===== src/rtl/display_driver_scan_sequencer_pkg.sv =====
// Shared definitions for the display driver scan sequencer.
//   scan_state_e : scan FSM states
//   width_of     : address/plane field width for a count (minimum 1 bit)
//   cnt_width    : width of the BCM display counter, sized for the longest plane
//   bcm_weight   : OE-on cycles for a bit plane (base_time << plane)
package display_driver_scan_sequencer_pkg;

    typedef enum logic [2:0] {
        ST_IDLE,
        ST_SHIFT,
        ST_FLUSH,
        ST_WAIT,
        ST_LATCH
    } scan_state_e;

    function automatic int width_of(input int n);
        return (n > 1) ? $clog2(n) : 1;
    endfunction

    function automatic int cnt_width(input int base_time, input int bitwidth);
        return $clog2(base_time << (bitwidth - 1)) + 1;
    endfunction

    function automatic int bcm_weight(input int base_time, input int plane);
        return base_time << plane;
    endfunction

endpackage


===== src/rtl/display_driver_scan_sequencer_if.sv =====
// Pixel-pipe and panel-side signals driven by the scan sequencer.
//   fb_addr     : framebuffer read address (row*columns + col)
//   go          : advance/accept pixel in the RGB pipe
//   select      : bit plane presented to the RGB pipe
//   shift       : panel shift strobe, aligned with RGB pipe output
//   lat         : panel latch pulse
//   oe_n        : panel output enable, active-low
//   row_addr    : panel row address
//   frame_start : pulse on the first go of row 0 plane 0
// master = sequencer side, slave = pipe/panel side.
interface display_driver_scan_sequencer_if #(
    parameter int COLUMNS  = 64,
    parameter int ROWS     = 16,
    parameter int BITWIDTH = 8
);
    import display_driver_scan_sequencer_pkg::*;

    localparam int COL_W  = width_of(COLUMNS);
    localparam int ROW_W  = width_of(ROWS);
    localparam int SEL_W  = width_of(BITWIDTH);
    localparam int ADDR_W = COL_W + ROW_W;

    logic [ADDR_W-1:0] fb_addr;
    logic              go;
    logic [SEL_W-1:0]  select;
    logic              shift;
    logic              lat;
    logic              oe_n;
    logic [ROW_W-1:0]  row_addr;
    logic              frame_start;

    modport master (
        output fb_addr, go, select, shift, lat, oe_n, row_addr, frame_start
    );

    modport slave (
        input fb_addr, go, select, shift, lat, oe_n, row_addr, frame_start
    );

endinterface


===== src/rtl/display_driver_bcm_timer.sv =====
// Loadable down-counter that times the BCM display window of one bit plane.
//   clk, rst   : clock, synchronous active-high reset
//   load_i     : load load_val_i this cycle (takes priority over counting)
//   load_val_i : number of OE-on cycles for the plane being latched
//   done_o     : counter is zero (no display window running)
//   oe_n_o     : panel output enable, low while the counter is nonzero
module display_driver_bcm_timer #(
    parameter int CNT_W = 5
) (
    input  logic             clk,
    input  logic             rst,
    input  logic             load_i,
    input  logic [CNT_W-1:0] load_val_i,
    output logic             done_o,
    output logic             oe_n_o
);

    logic [CNT_W-1:0] cnt_q, cnt_d;

    always_comb begin
        cnt_d = cnt_q;
        if (load_i) begin
            cnt_d = load_val_i;
        end else if (cnt_q != '0) begin
            cnt_d = cnt_q - 1'b1;
        end
    end

    always_ff @(posedge clk) begin
        if (rst) begin
            cnt_q <= '0;
        end else begin
            cnt_q <= cnt_d;
        end
    end

    assign done_o = (cnt_q == '0);
    assign oe_n_o = (cnt_q == '0);

endmodule


===== src/rtl/display_driver_scan_sequencer.sv =====
// Scan sequencer: walks rows, BCM bit planes and columns, issues framebuffer
// addresses and go/select into the RGB pipe, and generates shift/lat/oe_n for
// the panel.
//   clk, rst : clock, synchronous active-high reset
//   enable   : run scanning (sampled in IDLE and at each latch)
//   busy     : FSM not idle or a display window still running
//   bus      : pipe/panel signals (master side)
module display_driver_scan_sequencer
    import display_driver_scan_sequencer_pkg::*;
#(
    parameter int COLUMNS     = 64,
    parameter int ROWS        = 16,
    parameter int BITWIDTH    = 8,
    parameter int PIPE_LENGTH = 2,
    parameter int BASE_TIME   = 32
) (
    input  logic clk,
    input  logic rst,
    input  logic enable,
    output logic busy,
    display_driver_scan_sequencer_if.master bus
);

    localparam int COL_W  = width_of(COLUMNS);
    localparam int ROW_W  = width_of(ROWS);
    localparam int SEL_W  = width_of(BITWIDTH);
    localparam int ADDR_W = COL_W + ROW_W;
    localparam int CNT_W  = cnt_width(BASE_TIME, BITWIDTH);
    localparam int FL_W   = width_of(PIPE_LENGTH);

    localparam logic [COL_W-1:0] COL_LAST   = COL_W'(COLUMNS - 1);
    localparam logic [ROW_W-1:0] ROW_LAST   = ROW_W'(ROWS - 1);
    localparam logic [SEL_W-1:0] PLANE_LAST = SEL_W'(BITWIDTH - 1);
    localparam logic [FL_W-1:0]  FL_LAST    = FL_W'(PIPE_LENGTH - 1);

    scan_state_e       state_q, state_d;
    logic [COL_W-1:0]  col_q, col_d;
    logic [ROW_W-1:0]  row_q, row_d;
    logic [SEL_W-1:0]  plane_q, plane_d;
    logic [FL_W-1:0]   flush_q, flush_d;
    logic [ADDR_W-1:0] addr_hold_q;
    logic [SEL_W-1:0]  sel_hold_q;
    logic [ROW_W-1:0]  row_addr_q;
    logic [PIPE_LENGTH-1:0] go_dly_q;

    logic             go;
    logic             lat;
    logic             load;
    logic [CNT_W-1:0] load_val;
    logic             timer_done;
    logic             oe_n;

    always_comb begin
        state_d  = state_q;
        col_d    = col_q;
        row_d    = row_q;
        plane_d  = plane_q;
        flush_d  = flush_q;
        go       = 1'b0;
        lat      = 1'b0;
        load     = 1'b0;
        load_val = CNT_W'(bcm_weight(BASE_TIME, int'(plane_q)));
        case (state_q)
            ST_IDLE: begin
                if (enable) begin
                    state_d = ST_SHIFT;
                    col_d   = '0;
                    row_d   = '0;
                    plane_d = '0;
                end
            end
            ST_SHIFT: begin
                go = 1'b1;
                if (col_q == COL_LAST) begin
                    col_d   = '0;
                    flush_d = '0;
                    state_d = ST_FLUSH;
                end else begin
                    col_d = col_q + 1'b1;
                end
            end
            ST_FLUSH: begin
                flush_d = flush_q + 1'b1;
                // An idle display counter lets the latch follow the flush
                // directly instead of spending a cycle in WAIT.
                if (flush_q == FL_LAST) begin
                    state_d = timer_done ? ST_LATCH : ST_WAIT;
                end
            end
            ST_WAIT: begin
                if (timer_done) begin
                    state_d = ST_LATCH;
                end
            end
            ST_LATCH: begin
                lat  = 1'b1;
                load = 1'b1;
                if (plane_q == PLANE_LAST) begin
                    plane_d = '0;
                    row_d   = (row_q == ROW_LAST) ? '0 : row_q + 1'b1;
                end else begin
                    plane_d = plane_q + 1'b1;
                end
                state_d = enable ? ST_SHIFT : ST_IDLE;
            end
            default: state_d = ST_IDLE;
        endcase
    end

    always_ff @(posedge clk) begin
        if (rst) begin
            state_q     <= ST_IDLE;
            col_q       <= '0;
            row_q       <= '0;
            plane_q     <= '0;
            flush_q     <= '0;
            addr_hold_q <= '0;
            sel_hold_q  <= '0;
            row_addr_q  <= '0;
            go_dly_q    <= '0;
        end else begin
            state_q <= state_d;
            col_q   <= col_d;
            row_q   <= row_d;
            plane_q <= plane_d;
            flush_q <= flush_d;
            if (go) begin
                addr_hold_q <= {row_q, col_q};
                sel_hold_q  <= plane_q;
            end
            if (lat) begin
                row_addr_q <= row_q;
            end
            // go delayed by the pipe latency becomes the panel shift strobe
            go_dly_q[0] <= go;
            for (int i = 1; i < PIPE_LENGTH; i++) begin
                go_dly_q[i] <= go_dly_q[i-1];
            end
        end
    end

    display_driver_bcm_timer #(
        .CNT_W (CNT_W)
    ) u_bcm_timer (
        .clk        (clk),
        .rst        (rst),
        .load_i     (load),
        .load_val_i (load_val),
        .done_o     (timer_done),
        .oe_n_o     (oe_n)
    );

    // Address/select follow the scan while go is high and hold otherwise.
    assign bus.fb_addr     = go ? {row_q, col_q} : addr_hold_q;
    assign bus.select      = go ? plane_q : sel_hold_q;
    assign bus.go          = go;
    assign bus.shift       = go_dly_q[PIPE_LENGTH-1];
    assign bus.lat         = lat;
    assign bus.oe_n        = oe_n;
    assign bus.row_addr    = row_addr_q;
    assign bus.frame_start = go && (col_q == '0) && (row_q == '0) && (plane_q == '0);
    assign busy            = (state_q != ST_IDLE) || !timer_done;

endmodule


===== src/flat_wrapper.sv =====
// flat-port wrapper written by rule: the top's interface ports become plain ports
module display_driver_scan_sequencer_flat import display_driver_scan_sequencer_pkg::*;
#(
    parameter int COLUMNS     = 64,
    parameter int ROWS        = 16,
    parameter int BITWIDTH    = 8,
    parameter int PIPE_LENGTH = 2,
    parameter int BASE_TIME   = 32
)
  (clk, rst, enable, busy, bus_fb_addr, bus_go, bus_select, bus_shift, bus_lat, bus_oe_n, bus_row_addr, bus_frame_start);
  display_driver_scan_sequencer_if #(.COLUMNS(COLUMNS), .ROWS(ROWS), .BITWIDTH(BITWIDTH)) bus_i ();
  input  logic clk;
  input  logic rst;
  input  logic enable;
  output logic busy;
  output wire logic [$bits(bus_i.fb_addr)-1:0] bus_fb_addr;
  output wire logic [$bits(bus_i.go)-1:0] bus_go;
  output wire logic [$bits(bus_i.select)-1:0] bus_select;
  output wire logic [$bits(bus_i.shift)-1:0] bus_shift;
  output wire logic [$bits(bus_i.lat)-1:0] bus_lat;
  output wire logic [$bits(bus_i.oe_n)-1:0] bus_oe_n;
  output wire logic [$bits(bus_i.row_addr)-1:0] bus_row_addr;
  output wire logic [$bits(bus_i.frame_start)-1:0] bus_frame_start;
  assign bus_fb_addr = bus_i.fb_addr;
  assign bus_go = bus_i.go;
  assign bus_select = bus_i.select;
  assign bus_shift = bus_i.shift;
  assign bus_lat = bus_i.lat;
  assign bus_oe_n = bus_i.oe_n;
  assign bus_row_addr = bus_i.row_addr;
  assign bus_frame_start = bus_i.frame_start;
  display_driver_scan_sequencer #(.COLUMNS(COLUMNS), .ROWS(ROWS), .BITWIDTH(BITWIDTH), .PIPE_LENGTH(PIPE_LENGTH), .BASE_TIME(BASE_TIME)) u_core (.clk(clk), .rst(rst), .enable(enable), .busy(busy), .bus(bus_i));
endmodule

===== config.mk =====
export PLATFORM = sky130hd
export DESIGN_NAME = display_driver_scan_sequencer_flat
export DESIGN_NICKNAME = d
export VERILOG_FILES = /design/src/rtl/display_driver_scan_sequencer_pkg.sv /design/src/rtl/display_driver_scan_sequencer_if.sv /design/src/rtl/display_driver_bcm_timer.sv /design/src/rtl/display_driver_scan_sequencer.sv /design/src/flat_wrapper.sv
export SDC_FILE = /design/constraint.sdc
export NUM_CORES = 1
export LEC_CHECK = 0
export ABC_AREA = 1
export BUFFER_PORTS_ARGS = -buffer_cell sky130_fd_sc_hd__buf_4
export CAP_MARGIN = 20
export CORE_MARGIN = 8
export CORE_UTILIZATION = 50
export CTS_CLUSTER_SIZE = 40
export DETAILED_ROUTE_END_ITERATION = 16
export PLACE_DENSITY = 0.69
export SYNTH_ARGS = -nofsm -noshare
export SYNTH_HDL_FRONTEND = slang
export SYNTH_SLANG_ARGS = --single-unit

===== constraint.sdc =====
create_clock -name clk -period 1.8 [get_ports clk]
set_input_delay 0.09 -clock clk [delete_from_list [all_inputs] [get_ports clk]]
set_output_delay 0.09 -clock clk [all_outputs]
set_load 0.005 [all_outputs]

==> impl_metrics.py <==
metrics = {
    "status": {
        "outcome": "completed",
    },
    "place": {
        "io_buffers": 25,
        "gp_routability_congestion": 0.842,
        "place_hpwl_um": 4330,
        "dp.cells": 460,
        "dp_slack_ns": 0.193,
    },
    "worst_setup_path": {
        "cpLargestDelayFamily": "buffers and inverters",
        "reg2reg_depth": 9,
        "criticalPathCategory": "register to output pin",
        "worstPathMaxFanout": 5,
        "max_stage_delay_ns": 0.32,
        "slowest_stage": "dfxtp_1",
        "start_kind": "register",
        "worst_path_most_repeated_cell": "inv_1",
        "reg2reg_to": "u_core.u_bcm_timer.cnt_q[12]",
        "r2r_setup_slack_ns": 0.23,
        "r2r_start": "u_core.u_bcm_timer.cnt_q[0]",
        "required_ns": 1.71,
        "worstSetupEndpointType": "output pin",
        "crit_buf_inv": 4,
        "worstSetupPathDepth": 8,
        "arrival_ns": 1.58,
        "path_cells": "inv_1 -> ha_1 -> inv_1 -> nor3_2 -> nand2_2 -> inv_1 -> nand2_1 -> buf_4",
    },
    "min_path": {
        "hold_path.startpoint": "enable",
        "hold-path-endpoint": "u_core.state_q[0]",
        "holdPathStages": 5,
        "hold_class": "input pin to register",
    },
    "clock_tree": {
        "numCtsBuffers": 5,
        "cts_root_buffer": "clkbuf_8",
        "clock-sinks": 49,
        "insertion_delay_ns": 0.30,
        "htree_levels": 2,
        "path_clk_slew_ns": 0.08,
        "cts_tree": "done",
        "clockBufferDepth": 2,
        "ctsHoldBuffers": 0,
    },
    "grt": {
        "grt_pass1_vias": 2172,
        "antenna_found_initial": 0,
        "grt_max_degree": 30,
        "grt_pass1_wl_um": 9680,
        "gr-usage-all-layers": 0.154,
        "grt_overflow_total": 0,
    },
    "detailed_routing": {
        "met3_length_um": 230,
        "first_iter_violations": 130,
        "wl_met2_um": 2520,
        "via_per_inst": 5.02,
        "wl_per_cell_um": 12.2,
        "wl_met1_um": 2900,
        "top_layer": "met4",
        "ant_nets": 0,
        "drt_first_pass_iters": 4,
        "drt_wl_total_um": 5710,
        "via_count": 2354,
        "drc": 0,
    },
    "logic_synthesis": {
        "synth-edff-count": 0,
        "synth_top_cells_by_count": "nand2_1, inv_1, dfxtp_1",
        "synthFlopType": "dfxtp_1",
        "synth_cells": 370,
        "yosysTopAreaCell": "dfxtp_1",
        "synthTopCellsByArea": "dfxtp_1, nand2_1, a21oi_1, inv_1, ha_1",
        "synth.net_count": 385,
        "yosysMostFrequentCell": "nand2_1",
        "yosysSeqAreaShare": 0.370,
        "netlist_area_um2": 2650,
        "syn_area_per_cell_um2": 7.17,
        "ys_ff_latch": 49,
        "postSynth.asyncResetShare": 0,
        "synth-warning-count": 0,
        "synth_top_area_share": 0.370,
        "ys_types": 27,
    },
    "floorplanning": {
        "ioPinCount": 26,
        "die_x_um": 88.9,
        "die_h_um": 88.9,
        "initial_utilization": 0.520,
        "core_um2": 5110,
        "rows": 26,
        "floorplan.die_area_um2": 7900,
    },
    "power": {
        "ir_drop_mv": 0.857,
        "power_density_nw_per_um2": 1540,
        "power_mw": 4.66,
        "leakage_nw": 1.41,
    },
    "final_layout": {
        "area_delta_synth_final_pct": 13.7,
        "antenna_cells": 0,
        "drive_gt1_frac": 0.190,
        "layout.nets": 413,
        "fin_cells": 469,
    },
    "run": {
        "maxCapViolations": 0,
    },
    "timing": {
        "maxSlewHeadroom": 0.643,
        "max_freq_mhz": 597,
        "worst_slack_ns": 0.126,
        "skew_ns": 0.00575,
        "min_period_ns": 1.67,
        "hold_viol_final": 0,
        "fin_tns_setup_ns": 0,
        "post-route-period-util": 0.930,
        "finalSetupViolCount": 0,
        "slew_viol_final": 0,
        "rsz0062_at_grt": "no",
        "hold-worst-slack_ns": 0.203,
        "worst_pin_slew_ns": 0.536,
    },
}
[state kept, by name (all words and copies together), names as in the netlist]
register,cells
u_core.addr_hold_q,10
u_core.bus.row_addr,4
u_core.col_q,6
u_core.flush_q,1
u_core.go_dly_q,2
u_core.plane_q,3
u_core.row_q,4
u_core.sel_hold_q,3
u_core.state_q,3
u_core.u_bcm_timer.cnt_q,13
[worst max-delay path by stage]
| stage | start | end | slack, ns |
|---|---|---|---|
| 2_1_floorplan | u_core.u_bcm_timer.cnt_q[0] | u_core.u_bcm_timer.cnt_q[12] | 0.41 |
| 3_3_place_gp | u_core.u_bcm_timer.cnt_q[0] | busy | 0.23 |
| 3_5_place_dp | u_core.u_bcm_timer.cnt_q[0] | busy | 0.19 |
| 4_1_cts | u_core.state_q[2] | bus_frame_start | 0.007 |
| 5_1_grt | u_core.u_bcm_timer.cnt_q[0] | busy | 0.01 |
| 6_report | u_core.u_bcm_timer.cnt_q[0] | busy | 0.13 |
[layer usage]
metal / GRT usage / up-vias
met2: 0.239 / 39
li1: - / 1260
met3: 0.0288 / 9
met4: 0.0599 / 0
met1: 0.205 / 1046
met5: 0 / -
[metrics by stage]
step	instance area, µm²	util
2_1_floorplan	2650	-
3_3_place_gp	2890	0.565
3_5_place_dp	2890	0.565
4_1_cts	3000	0.587
5_1_grt	3020	0.591
6_report	3020	0.591
[worst reg2reg max path: stages (launching register included)]
cell     delay, ns
dfxtp_1       0.32
inv_1         0.13
ha_1          0.19
inv_1         0.05
nor3_2        0.20
nand3_1       0.21
nand2_2       0.17
inv_2         0.06
o21ai_0       0.08
nor2_1        0.07
[where the power goes]
group / total (mW) / switching, mW / internal [mW]
sequential: 1.52 / 0.160 / 1.36
combinational: 2.44 / 1.39 / 1.04
clock: 0.704 / 0.356 / 0.348
total: 4.66 / 1.91 / 2.75
[cell type report]
cell class	count	area (µm²)
multi-input combinational	253	1390
fill	493	2090
inverter	56	213
clock inverter	1	5.00
timing repair buffer	33	248
sequential	49	983
clock buffer	7	96.3
tap	70	87.6
[placed cells by master (no fill, tap or decap), types with 3 or more instances in the layout]
| cell | Yosys | routed |
|---|---|---|
| nand2_1 | 66 | 65 |
| inv_1 | 52 | 52 |
| dfxtp_1 | 49 | 47 |
| a21oi_1 | 45 | 45 |
| buf_4 | 0 | 33 |
| nor2_1 | 32 | 31 |
| nand3_1 | 27 | 27 |
| o21ai_0 | 18 | 18 |
| or2_2 | 13 | 13 |
| a211oi_1 | 13 | 13 |
| ha_1 | 12 | 12 |
| clkbuf_8 | 0 | 7 |
| nand4_1 | 5 | 5 |
| nor2_4 | 4 | 4 |
| inv_2 | 4 | 3 |
| nor2_2 | 2 | 3 |
| nor3_1 | 4 | 3 |
[cell families after synthesis]
family                   after synthesis  share of synthesized area
flip-flops                            49                      0.370
XOR/XNOR                               1                    0.00330
adder cells (fa/ha/maj)               12                     0.0566
AO/OA/AOI/OAI                         80                      0.168
AND/OR/NAND/NOR                      160                      0.288
buffers and inverters                 68                      0.115
[repair_timing]
| item | in CTS | in global routing |
|---|---|---|
| pin swaps | 1 | 0 |
| resized for setup | 2 | 6 |
| setup buffers | 1 | 0 |
| setup endpoints to repair | 5 | 14 |
No activity file was read; power rests on OpenSTA's default activity.
